--- config.mk ---
export PLATFORM = sky130hd
export DESIGN_NAME = lpc_cycle_logger
export DESIGN_NICKNAME = d
export VERILOG_FILES = /design/src/rtl/lpc_pkg.sv /design/src/rtl/lpc_sync_fifo.sv /design/src/rtl/lpc_cycle_logger.sv
export SDC_FILE = /design/constraint.sdc
export NUM_CORES = 1
export LEC_CHECK = 0
export ABC_AREA = 0
export CORE_MARGIN = 4
export CORE_UTILIZATION = 45
export DETAILED_ROUTE_END_ITERATION = 7
export PLACE_DENSITY = 0.74
export RECOVER_POWER = 25
export SLEW_MARGIN = 0
export SYNTH_ARGS = -nofsm -noshare
export SYNTH_HDL_FRONTEND = slang
export SYNTH_SLANG_ARGS = --single-unit
--- constraint.sdc ---
create_clock -name clk_i -period 8 [get_ports clk_i]
set_input_delay 2.4 -clock clk_i [delete_from_list [all_inputs] [get_ports clk_i]]
set_output_delay 2.4 -clock clk_i [all_outputs]
set_load 0.01 [all_outputs]
--- src/rtl/lpc_pkg.sv ---
// Shared LPC cycle-word layout and helpers for the cycle logger.
package lpc_pkg;

    localparam int unsigned CYC_W    = 32;
    localparam int unsigned ADDR_LSB = 16;
    localparam int unsigned ADDR_W   = 16;
    localparam int unsigned DATA_LSB = 8;
    localparam int unsigned DATA_W   = 8;
    localparam int unsigned MEM_BIT  = 1;
    localparam int unsigned WR_BIT   = 0;
    localparam int unsigned TS_W     = 16;

    localparam logic [15:0] DROP_MAX = 16'hFFFF;

    typedef logic [ADDR_W-1:0] lpc_addr_t;

    typedef struct packed {
        logic [ADDR_W-1:0] addr;
        logic [DATA_W-1:0] data;
        logic [5:0]        rsvd;
        logic              mem;
        logic              wr;
    } lpc_cyc_t;

    function automatic lpc_addr_t cyc_addr(input logic [CYC_W-1:0] w);
        return w[ADDR_LSB +: ADDR_W];
    endfunction

    function automatic logic addr_in_window(
        input lpc_addr_t a,
        input lpc_addr_t lo,
        input lpc_addr_t hi
    );
        return (a >= lo) && (a <= hi);
    endfunction

endpackage

--- src/rtl/lpc_sync_fifo.sv ---
// Synchronous FIFO with level count; pointers wrap modulo DEPTH.
module lpc_sync_fifo
#(
    parameter int unsigned WIDTH = 32,
    parameter int unsigned DEPTH = 16
) (
    input  logic                     clk_i,
    input  logic                     rst_i,
    input  logic                     push_i,
    input  logic                     pop_i,
    input  logic [WIDTH-1:0]         data_i,
    output logic [WIDTH-1:0]         data_o,
    output logic                     full_o,
    output logic                     empty_o,
    output logic [$clog2(DEPTH):0]   level_o
);

    localparam int unsigned AW = $clog2(DEPTH);
    localparam logic [AW:0] FULL_LVL = (AW+1)'(DEPTH);

    logic [WIDTH-1:0] mem_q [DEPTH];

    logic [AW-1:0] wr_ptr_q, wr_ptr_d;
    logic [AW-1:0] rd_ptr_q, rd_ptr_d;
    logic [AW:0]   level_q, level_d;

    logic do_push;
    logic do_pop;

    assign empty_o = (level_q == '0);
    assign full_o  = (level_q == FULL_LVL);
    assign level_o = level_q;
    assign data_o  = mem_q[rd_ptr_q];

    // A push into a full FIFO is only taken when a pop frees a slot.
    assign do_pop  = pop_i & ~empty_o & ~rst_i;
    assign do_push = push_i & (~full_o | do_pop) & ~rst_i;

    always_comb begin
        wr_ptr_d = wr_ptr_q;
        rd_ptr_d = rd_ptr_q;
        level_d  = level_q;
        if (do_push) begin
            wr_ptr_d = wr_ptr_q + 1'b1;
        end
        if (do_pop) begin
            rd_ptr_d = rd_ptr_q + 1'b1;
        end
        case ({do_push, do_pop})
            2'b10:   level_d = level_q + 1'b1;
            2'b01:   level_d = level_q - 1'b1;
            default: level_d = level_q;
        endcase
    end

    always_ff @(posedge clk_i) begin
        if (rst_i) begin
            wr_ptr_q <= '0;
            rd_ptr_q <= '0;
            level_q  <= '0;
        end else begin
            wr_ptr_q <= wr_ptr_d;
            rd_ptr_q <= rd_ptr_d;
            level_q  <= level_d;
        end
    end

    always_ff @(posedge clk_i) begin
        if (do_push) begin
            mem_q[wr_ptr_q] <= data_i;
        end
    end

endmodule

--- src/rtl/lpc_cycle_logger.sv ---
// LPC cycle logger: edge capture, address filter, FIFO, drop counters.
// Define LPC_CYCLE_TIMESTAMP_EN to add a per-entry 16-bit timestamp (m_ts_o).
module lpc_cycle_logger
    import lpc_pkg::*;
#(
    parameter int unsigned DEPTH   = 16,
    parameter logic [15:0] ADDR_LO = 16'h0080,
    parameter logic [15:0] ADDR_HI = 16'h0080
) (
    input  logic                       clk_i,
    input  logic                       rst_i,
    input  logic [31:0]                cyc_data_i,
    input  logic                       cyc_ready_i,
    output logic [31:0]                m_data_o,
    output logic                       m_valid_o,
    input  logic                       m_ready_i,
    output logic [$clog2(DEPTH):0]     level_o,
    output logic                       overflow_o,
    output logic [15:0]                drop_cnt_o,
`ifdef LPC_CYCLE_TIMESTAMP_EN
    output logic [TS_W-1:0]            m_ts_o,
`endif
    input  logic                       clear_i
);

`ifdef LPC_CYCLE_TIMESTAMP_EN
    localparam int unsigned FW = CYC_W + TS_W;
`else
    localparam int unsigned FW = CYC_W;
`endif

    logic        ready_q, ready_d;
    logic        overflow_q, overflow_d;
    logic [15:0] drop_cnt_q, drop_cnt_d;

    logic          capture;
    logic          hit;
    logic          push;
    logic          pop;
    logic          drop;
    logic          full;
    logic          empty;
    logic [FW-1:0] fifo_wdata;
    logic [FW-1:0] fifo_rdata;

    assign capture = cyc_ready_i & ~ready_q & ~rst_i;
    assign hit     = addr_in_window(cyc_addr(cyc_data_i), ADDR_LO, ADDR_HI);
    assign push    = capture & hit;
    assign pop     = m_valid_o & m_ready_i;
    assign drop    = push & full & ~pop;

`ifdef LPC_CYCLE_TIMESTAMP_EN
    logic [TS_W-1:0] ts_q, ts_d;

    assign ts_d       = ts_q + 1'b1;
    assign fifo_wdata = {ts_q, cyc_data_i};
    assign m_ts_o     = empty ? '0 : fifo_rdata[CYC_W +: TS_W];

    always_ff @(posedge clk_i) begin
        if (rst_i) begin
            ts_q <= '0;
        end else begin
            ts_q <= ts_d;
        end
    end
`else
    assign fifo_wdata = cyc_data_i;
`endif

    lpc_sync_fifo #(
        .WIDTH (FW),
        .DEPTH (DEPTH)
    ) u_fifo (
        .clk_i   (clk_i),
        .rst_i   (rst_i),
        .push_i  (push),
        .pop_i   (pop),
        .data_i  (fifo_wdata),
        .data_o  (fifo_rdata),
        .full_o  (full),
        .empty_o (empty),
        .level_o (level_o)
    );

    // Storage is not reset, so the head word is masked while empty.
    assign m_valid_o  = ~empty;
    assign m_data_o   = empty ? '0 : fifo_rdata[CYC_W-1:0];
    assign overflow_o = overflow_q;
    assign drop_cnt_o = drop_cnt_q;

    always_comb begin
        ready_d    = cyc_ready_i;
        overflow_d = overflow_q;
        drop_cnt_d = drop_cnt_q;
        if (clear_i) begin
            overflow_d = 1'b0;
            drop_cnt_d = '0;
        end else if (drop) begin
            overflow_d = 1'b1;
            if (drop_cnt_q != DROP_MAX) begin
                drop_cnt_d = drop_cnt_q + 1'b1;
            end
        end
    end

    always_ff @(posedge clk_i) begin
        if (rst_i) begin
            ready_q    <= 1'b0;
            overflow_q <= 1'b0;
            drop_cnt_q <= '0;
        end else begin
            ready_q    <= ready_d;
            overflow_q <= overflow_d;
            drop_cnt_q <= drop_cnt_d;
        end
    end

endmodule

==> impl_metrics.json <==
{
  "status": "complete, no violations",
  "cts_resized": 0,
  "clockBufferDepth": 3,
  "synth.net_count": 1022,
  "pwr-share-comb_pct": 1.1,
  "htreeDepth": 2,
  "layout-drive-gt1-share_pct": 23.8,
  "finalPower_mw": 5.54,
  "final.setup.tns_ns": 0,
  "crit_path_start_kind": "flop",
  "fp-row-count": 79,
  "cts.clk_slew.worst_paths_ns": 0.06,
  "synth-edff-count": 512,
  "first_iter_violations": 1042,
  "rsz0062_at_grt": "no",
  "r2r_start": "u_fifo.level_o[0]",
  "r2r_setup_slack_ns": 4.15,
  "io_pins": 92,
  "netSwitchingFraction_pct": 18.9,
  "antenna_found_initial": 2,
  "max-cap-violations": 0,
  "end_kind": "output pin",
  "reg2regPathDepth": 12,
  "postCtsSetupRepairBufs": 0,
  "min_period_ns": 6.17,
  "clockPowerShare_pct": 42.5,
  "grt.overflow.total": 0,
  "r2r_end": "u_fifo.level_o[4]",
  "path_class": "flop to output pin",
  "area_growth_pct": 15.0,
  "port_buffers": 91,
  "hold_viol": 0,
  "dr_wl_met3_mm": 3.13,
  "max_freq_mhz": 162,
  "route.met2.wl_mm": 21.7,
  "power.density_nw_per_um2": 226,
  "grt_usage_pct": 17.6,
  "routed.top_layer": "met4",
  "drt-met1-wl_mm": 17.9,
  "synth_cell_types": 56,
  "arrival_ns": 3.77,
  "clk_latency_ns": 0.58,
  "core_um2": 46700,
  "nets": 1129,
  "slew_headroom_pct": 24.2,
  "hp-start": "overflow_o",
  "syn_inst": 976,
  "crit_required_ns": 5.60,
  "start_util_pct": 45.7,
  "die_h_um": 226,
  "min_path_type": "flop to flop",
  "via_count": 10200,
  "grt_pass1_wl_mm": 67.7,
  "finalWirelength_mm": 43.8,
  "power.leakage_nw": 7.39,
  "netlist_area_um2": 21300,
  "syn_avg_cell_area_um2": 21.8,
  "gp_congestion": 0.781,
  "wire_per_inst_um": 25.3,
  "grt_max_degree": 73,
  "timing.final.crit_share_pct": 77.1,
  "setup_viol": 0,
  "cts_buffers": 54,
  "ant_nets": 0,
  "die-width_um": 226,
  "synthArstFlopShare_pct": 0,
  "die-area_um2": 50900,
  "min_path_cells": 2,
  "cts_root_buf": "clkbuf_16",
  "ys_seq_area_share_pct": 75.4,
  "synth_warnings": 0,
  "worst_slew_pin_slew_ns": 1.14,
  "hpwl_mm": 23.1,
  "post_drt_via_cell_ratio": 5.88,
  "maxSlewViolCount": 0,
  "p_int_mw": 4.49,
  "worst-path-max-fanout": 72,
  "grt_pass1_vias": 10700,
  "synth_seq_cells": 547,
  "holdPathEnd": "overflow_o",
  "fin_skew_ns": 0.0148,
  "cts.hold.buffers_added": 0,
  "power.switching_mw": 1.05,
  "vdd.ir_drop.worst_mv": 0.165,
  "ys.flop_type": "edfxtp_1",
  "cts_tree": "yes",
  "cts_sinks": 547,
  "power_frac_seq_pct": 56.4,
  "drc_errors": 0,
  "first_pass_iters": 5
}
-- area by class of cell --
type                    instances  area, um2
clock buffers                  83       1540
clock inverters                12       77.6
repair buffers                 99        985
inverters                       6       22.5
diodes                          2       5.00
flip-flops and latches        547      16100
well taps                     607        759
multi-input cells             375       5040
fillers                      3530      22100
-- Yosys cell counts, types with 2 or more instances --
| cell type | number | area (um2) |
|---|---|---|
| o21ai_1 | 5 | 25.0 |
| o21ai_0 | 8 | 40.0 |
| nor2b_1 | 3 | 18.8 |
| or4_4 | 2 | 22.5 |
| nor3_1 | 4 | 20.0 |
| or4_1 | 5 | 37.5 |
| nor4b_1 | 2 | 17.5 |
| nand2_1 | 13 | 48.8 |
| nor2_1 | 21 | 78.8 |
| mux2i_1 | 2 | 20.0 |
| xnor2_1 | 2 | 17.5 |
| and4_1 | 2 | 17.5 |
| ha_1 | 9 | 113 |
| inv_1 | 6 | 22.5 |
| nand4_1 | 6 | 37.5 |
| nor4_1 | 3 | 18.8 |
| a21oi_1 | 17 | 85.1 |
| nand3_1 | 12 | 60.1 |
| buf_6 | 2 | 22.5 |
| buf_2 | 14 | 70.1 |
| mux4_2 | 160 | 3600 |
| or4b_4 | 2 | 27.5 |
| and2_1 | 32 | 200 |
| or3_1 | 12 | 75.1 |
| clkbuf_1 | 31 | 116 |
| xor2_1 | 7 | 61.3 |
| edfxtp_1 | 512 | 15400 |
| or2_2 | 2 | 12.5 |
| dfxtp_1 | 35 | 701 |
| nor4_2 | 2 | 25.0 |
| and3_1 | 15 | 93.8 |
| nand2b_1 | 4 | 25.0 |
-- power groups by stage --
stage               Clock (mW)  Combinational, mW  Sequential [mW]
detailed placement           0             0.0622             3.19
global route              2.52             0.0658             3.12
finish                    2.35             0.0601             3.12
floorplan                    0            0.00564             3.19
global placement             0             0.0585             3.19
CTS                       2.40             0.0629             3.12
-- metal layers --
metal,GRT usage [%],vias to the layer above
met5,0,-
met4,4.86,0
met3,3.70,72
met2,28.4,396
met1,24.6,5391
li1,-,4321
-- sequential cells by signal, indices dropped and copies added, names as in the netlist, named ones only --
signal,cells
ready_q,1
u_fifo.rd_ptr_q,4
u_fifo.level_o,5
u_fifo.wr_ptr_q,4
overflow_o,1
drop_cnt_o,16
u_fifo.mem_q,512
-- logic make-up (layout without fill, tap and decap cells) --
group	Yosys count	count (layout)	synth area share, %
flops	547	547	75.4
mux	162	162	17.0
simple gates	149	149	4.25
buf+inv	54	200	1.10
compound gates	46	46	1.36
fa+ha+maj	9	9	0.528
xor+xnor	9	9	0.370
other cells	0	2	0
-- placed cells by master, fill, tap and decap left out, drive strengths merged, types with 7 or more instances in the layout --
cell / instances
or3: 13
clkinv: 11
dfxtp: 35
or4: 7
and3: 16
edfxtp: 512
clkdlybuf4s50: 72
dlygate4sd3: 19
and2: 32
nand2: 13
ha: 9
nand3: 13
nor2: 21
xor2: 7
mux4: 160
a21oi: 17
clkbuf: 86
o21ai: 13
-- worst max-delay path by stage --
stage,depth (start not counted),to,from,slack [ns]
6_report,5,m_data_o[20],flop,1.83
3_3_place_gp,6,u_fifo.mem_q[3][15],cyc_data_i[19],2.00
2_1_floorplan,4,u_fifo.mem_q[0][0],cyc_data_i[19],0.68
3_5_place_dp,6,u_fifo.mem_q[1][7],cyc_data_i[19],1.85
5_1_grt,5,m_data_o[12],flop,1.56
4_1_cts,5,m_data_o[20],flop,1.67
-- critical path, stage by stage, from the launching register on --
cell	delay, ns
dfxtp_4	0.80
buf_12	0.51
mux4_2	0.59
mux4_2	0.55
and2_1	0.19
clkdlybuf4s50_1	0.48
-- stage by stage --
stage	utilization [%]	hold WS, ns	std cells	area (um2)	worst slack (ns)
global route	52.5	0.517	1730	24500	1.56
finish	52.6	0.488	1731	24500	1.83
floorplan	-	0.459	976	21300	0.682
detailed placement	49.1	0.468	1634	22900	1.85
global placement	49.1	0.463	1634	22900	2.00
CTS	52.6	0.484	1729	24500	1.67
Note: power is estimated with default switching activity, not from simulation.
